### src/rtl/pipe_stage_skid.sv
// Pipeline stage register with a 2-entry skid buffer.
// Handshake is valid/ready; in_ready is a flop (skid slot empty), so there is
// no combinational path from in_valid or out_ready to in_ready. Any flush
// request kills every held beat. A saturating counter records killed beats.
`timescale 1ns/1ps

module pipe_stage_skid #(
  parameter int CTRL_W     = 16,
  parameter int DATA_W     = 128,
  parameter int N_FLUSH    = 4,
  parameter bit CLEAR_DATA = 1'b1,
  parameter int CNT_W      = 16
) (
  input  logic              clk,
  input  logic              rst_n,
  input  logic              in_valid,
  output logic              in_ready,
  input  logic [CTRL_W-1:0] in_ctrl,
  input  logic [DATA_W-1:0] in_data,
  output logic              out_valid,
  input  logic              out_ready,
  output logic [CTRL_W-1:0] out_ctrl,
  output logic [DATA_W-1:0] out_data,
  input  logic [N_FLUSH-1:0] flush_i,
  output logic [1:0]        occ_o,
  output logic [CNT_W-1:0]  kill_cnt_o
);

  typedef enum logic [1:0] {
    ST_EMPTY = 2'd0,
    ST_ONE   = 2'd1,
    ST_FULL  = 2'd2
  } state_t;

  state_t              state_r, state_nxt_s;
  logic [CTRL_W-1:0]   head_ctrl_r, head_ctrl_nxt_s;
  logic [DATA_W-1:0]   head_data_r, head_data_nxt_s;
  logic [CTRL_W-1:0]   skid_ctrl_r, skid_ctrl_nxt_s;
  logic [DATA_W-1:0]   skid_data_r, skid_data_nxt_s;
  logic                in_ready_r, out_valid_r;
  logic [1:0]          occ_r;
  logic [CNT_W-1:0]    kill_cnt_r, kill_cnt_nxt_s;
  logic                acc_s, pop_s, flush_s;
  logic [1:0]          held_s, kill_inc_s;
  logic [CNT_W:0]      kill_sum_s;

  // Number of beats held in a given state.
  function automatic logic [1:0] occ_of(input state_t st);
    case (st)
      ST_EMPTY: occ_of = 2'd0;
      ST_ONE:   occ_of = 2'd1;
      ST_FULL:  occ_of = 2'd2;
      default:  occ_of = 2'd0;
    endcase
  endfunction

  // Next-state, datapath and kill-count logic; flush overrides every transition.
  always_comb begin
    acc_s           = in_valid & in_ready_r;
    pop_s           = out_valid_r & out_ready;
    flush_s         = |flush_i;
    state_nxt_s     = state_r;
    head_ctrl_nxt_s = head_ctrl_r;
    head_data_nxt_s = head_data_r;
    skid_ctrl_nxt_s = skid_ctrl_r;
    skid_data_nxt_s = skid_data_r;
    held_s          = occ_of(state_r);
    kill_inc_s      = 2'd0;
    if (flush_s) begin
      // A pop in the flush cycle still completes downstream, so it is not a kill.
      kill_inc_s      = held_s - {1'b0, pop_s};
      state_nxt_s     = ST_EMPTY;
      head_ctrl_nxt_s = '0;
      skid_ctrl_nxt_s = '0;
      if (CLEAR_DATA) begin
        head_data_nxt_s = '0;
        skid_data_nxt_s = '0;
      end else begin
        head_data_nxt_s = head_data_r;
        skid_data_nxt_s = skid_data_r;
      end
    end else begin
      case (state_r)
        ST_EMPTY: begin
          if (acc_s) begin
            head_ctrl_nxt_s = in_ctrl;
            head_data_nxt_s = in_data;
            state_nxt_s     = ST_ONE;
          end else begin
            state_nxt_s = ST_EMPTY;
          end
        end
        ST_ONE: begin
          if (acc_s && pop_s) begin
            head_ctrl_nxt_s = in_ctrl;
            head_data_nxt_s = in_data;
          end else if (acc_s) begin
            skid_ctrl_nxt_s = in_ctrl;
            skid_data_nxt_s = in_data;
            state_nxt_s     = ST_FULL;
          end else if (pop_s) begin
            // Keep head ctrl zero while empty so out_ctrl never leaks stale controls.
            head_ctrl_nxt_s = '0;
            state_nxt_s     = ST_EMPTY;
          end else begin
            state_nxt_s = ST_ONE;
          end
        end
        ST_FULL: begin
          if (pop_s) begin
            head_ctrl_nxt_s = skid_ctrl_r;
            head_data_nxt_s = skid_data_r;
            skid_ctrl_nxt_s = '0;
            skid_data_nxt_s = '0;
            state_nxt_s     = ST_ONE;
          end else begin
            state_nxt_s = ST_FULL;
          end
        end
        default: begin
          state_nxt_s     = ST_EMPTY;
          head_ctrl_nxt_s = '0;
          skid_ctrl_nxt_s = '0;
        end
      endcase
    end
    kill_sum_s = {1'b0, kill_cnt_r} + (CNT_W + 1)'(kill_inc_s);
    if (kill_sum_s[CNT_W]) begin
      kill_cnt_nxt_s = '1;
    end else begin
      kill_cnt_nxt_s = kill_sum_s[CNT_W-1:0];
    end
  end

  // State, payload and status registers with asynchronous clear.
  always_ff @(posedge clk or negedge rst_n) begin
    if (!rst_n) begin
      state_r     <= ST_EMPTY;
      head_ctrl_r <= '0;
      head_data_r <= '0;
      skid_ctrl_r <= '0;
      skid_data_r <= '0;
      in_ready_r  <= 1'b1;
      out_valid_r <= 1'b0;
      occ_r       <= 2'd0;
      kill_cnt_r  <= '0;
    end else begin
      state_r     <= state_nxt_s;
      head_ctrl_r <= head_ctrl_nxt_s;
      head_data_r <= head_data_nxt_s;
      skid_ctrl_r <= skid_ctrl_nxt_s;
      skid_data_r <= skid_data_nxt_s;
      in_ready_r  <= (state_nxt_s != ST_FULL);
      out_valid_r <= (state_nxt_s != ST_EMPTY);
      occ_r       <= occ_of(state_nxt_s);
      kill_cnt_r  <= kill_cnt_nxt_s;
    end
  end

  assign in_ready   = in_ready_r;
  assign out_valid  = out_valid_r;
  assign out_ctrl   = head_ctrl_r;
  assign out_data   = head_data_r;
  assign occ_o      = occ_r;
  assign kill_cnt_o = kill_cnt_r;

endmodule

### config.mk
export PLATFORM = sky130hd
export DESIGN_NAME = pipe_stage_skid
export DESIGN_NICKNAME = d
export VERILOG_FILES = /design/src/rtl/pipe_stage_skid.sv
export SDC_FILE = /design/constraint.sdc
export NUM_CORES = 1
export LEC_CHECK = 0
export BUFFER_PORTS_ARGS = -buffer_cell sky130_fd_sc_hd__buf_2
export CAP_MARGIN = 15
export CORE_MARGIN = 2
export CORE_UTILIZATION = 32
export CTS_CLUSTER_DIAMETER = 150
export DETAILED_ROUTE_END_ITERATION = 10
export GPL_TIMING_DRIVEN = 0
export PLACE_DENSITY = 0.6
export SLEW_MARGIN = 20
export SYNTH_ARGS = -nofsm -noshare
export SYNTH_HDL_FRONTEND = slang
export SYNTH_SLANG_ARGS = --single-unit
### constraint.sdc
create_clock -name clk -period 8.15 [get_ports clk]
set_clock_uncertainty 0.05 [all_clocks]
set_input_delay 0.815 -clock clk [delete_from_list [all_inputs] [get_ports clk]]
set_output_delay 0.815 -clock clk [all_outputs]
set_load 0.05 [all_outputs]
==> run summary <==
H-tree level count - 2
M1 WL - 19.36 mm
CP peak stage delay - 0.41 ns
Buf/Inv on CP - 5
Post-CTS Hold Buffers - 0
Worst Path Arrival - 3.85 ns
Synth Instances - 1389
Inserted Clock Buffers - 37
status - complete, no violations
area of the multi-input gates - 5480 sq um
fmax - 0.2903 GHz
hold_ws - 0.1708 ns
fin crit period - 3.444 ns
Syn Nets - 1545
PortBufs - 315
reg-to-reg startpoint - state_r[0]$_DFF_PN0_
CP Launch Point - state_r[0]$_DFF_PN0_
CTS tree - yes
TritonRoute pass-1 iters - 4
I/O pins - 316
top cells by area, synth - dfrtp_1, nand2_1, mux2i_1, o31ai_1, o21ai_0
Crit-path slowest cell - fa_1
Routability Congestion - 0.8283
CTS Root Cell - clkbuf_16
period utilisation layout - 42.26%
Syn Area/Cell - 9.996 sq um
slew at the pin with the worst max-slew slack - 0.9524 ns
routed wl met3 - 2.277 mm
Fillers - 4279
Die ar. - 45070 sq um
Via-to-Cell Ratio - 4.852
DR top layer - met5
Core Area - 42980 sq um
max_slew headroom - 36.51%
Routed wire per std cell - 18.16 um
DPL Wire Length - 30.53 mm
synthesized flop and latch total - 310
CP Capture Type - flop
Routed Antenna Nets - 0
cell taking the most area after synthesis - dfrtp_1
EDFF count, synth - 0
Synth Cell Area - 13880 sq um
Final #Nets - 1902
P&R area growth vs syn - 25.64%
Fin. Hold Viols - 0
Slew Limit Fails - 0
top post-synthesis cells by count - nand2_1, dfrtp_1, o21ai_0
Synth async-reset ratio - 100.0%
worst vdd ir - 0.0001637 V
Pleak - 8.313 nW
Largest delay share family, worst path - buffers and inverters
number of distinct library cells after synthesis - 44
Yosys top cell area share - 55.69%
initial antenna violation count - 12
Initial Util - 32.30%
RSZ-0062 raised after global routing - no
crit path kind - reg2reg
Setup Fix Bufs, Post-CTS - 0
DR vias - 11470
post-CTS sizing - 0
ys flop type - dfrtp_1
crit start category - flop
share of cells above drive strength 1 - 25.28%
most common cell in the netlist - nand2_1
max-cap violations - 0
Final Setup Violations - 0
first-pass GRT wire length - 65.76 mm
vias in the first global route - 11340
Fin Setup TNS - 0 ns
Die W - 212.3 um
Sequential Area - 7759 sq um
Skew-Pair Late Insertion Delay - 0.53 ns
CP dominant cell by count - clkbuf_1
GRT Resource Usage Total - 18.88%
sequential cell area fraction in the yosys report - 55.88%
clk buf depth - 3
routed length on met2 - 20.26 mm
die height - 212.3 um
Initial DRC Count - 691
largest net degree at the start of global routing - 94
clock sink count - 310
drt drc - 0
Critical Path Fanout Max - 10
Yosys warnings - 0
power density over cell area - 200.9 nW/um^2
row count - 76
CTS clock-pin slew for the worst setup and hold paths - 0.06 ns
gr ovfl total - 0
HP Class - in2async
critical-path cell list - clkbuf_1 -> nor2b_1 -> buf_2 -> buf_4 -> xnor2_1 -> or2_2 -> fa_1 -> and3b_1 -> and3_1 -> clkbuf_1 -> nand4_1 -> clkbuf_1 -> nand2_1
Post-Route WL - 42.91 mm
worst path required time - 8.56 ns
Final Power - 0.003505 W
## stage by stage
stage / instances / area (sq um) / utilization, % / setup slack (ns)
floorplan: 1389 / 13880 / - / 4.977
detailed placement: 2292 / 16290 / 37.89 / 4.418
finish: 2363 / 17440 / 40.59 / 4.706
global placement: 2289 / 16190 / 37.67 / 0.05935
CTS: 2357 / 17430 / 40.55 / 4.741
global route: 2361 / 17440 / 40.57 / 4.440
## where the power goes
| group | switching, W | internal [W] |
|---|---|---|
| clock | 0.000655 | 0.000934 |
| sequential | 0.0000291 | 0.00157 |
| combinational | 0.000222 | 0.0000897 |
| total | 0.000906 | 0.00260 |
## final cells by class
type	instances	share of cell area (%)
antenna	6	0.08607
buffer	111	3.206
clock buffer	56	6.118
clock inverter	9	0.4375
inverter	23	0.4949
multi-input combinational	945	31.42
sequential	310	44.48
tap	585	4.196
timing repair buffer	318	9.568
## flip-flops by register name (all words and copies together), names as in the netlist
signal / count
out_data: 128
skid_data_r: 128
kill_cnt_o: 16
out_ctrl: 16
skid_ctrl_r: 16
occ_o: 2
state_r: 2
in_ready: 1
out_valid: 1
## placed cells by master (no fill, tap or decap), types with 8 or more instances in the layout
cell type	count
mux2i_1	145
clkbuf_1	53
inv_1	23
nor2_1	11
buf_4	20
o31ai_1	128
buf_2	362
dfrtp_1	309
clkbuf_16	37
nand2_1	430
o21ai_0	148
a22oi_1	16
nand4_1	8
## path summary, 6_finish.rpt
kind	to	slack [ns]	cells past startpoint
max in group asynchronous	out_data[104]$_DFFE_PN0P_	6.63	3
hold reg to reg	out_data[13]$_DFFE_PN0P_	0.42	2
setup reg to reg	kill_cnt_o[6]$_DFF_PN0_	4.71	13
setup / recovery	kill_cnt_o[6]$_DFF_PN0_	4.71	13
min in group clk	out_data[13]$_DFFE_PN0P_	0.42	2
hold / removal	out_data[60]$_DFFE_PN0P_	0.17	1
## routing by layer
layer	track usage, %	up-vias
met4	6.318	8
met1	25.31	5633
li1	-	5487
met3	3.988	70
met2	30.45	267
met5	0	-
## cells by family (layout without fill, tap and decap cells)
logic type                 after synthesis  in the layout  synth area share (%)
xor gates and xnor gates                 8              8                0.5047
adders and majority gates                4              4                0.4146
buffers and inverters                  134            517                 4.650
muxes                                  146            146                 10.53
other                                    0              6                     0
AOI/OAI and AO/OA                      312            312                 14.36
and+or+nand+nor                        475            475                 13.66
DFF                                    310            310                 55.88
No activity file was read; power rests on OpenSTA's default activity.
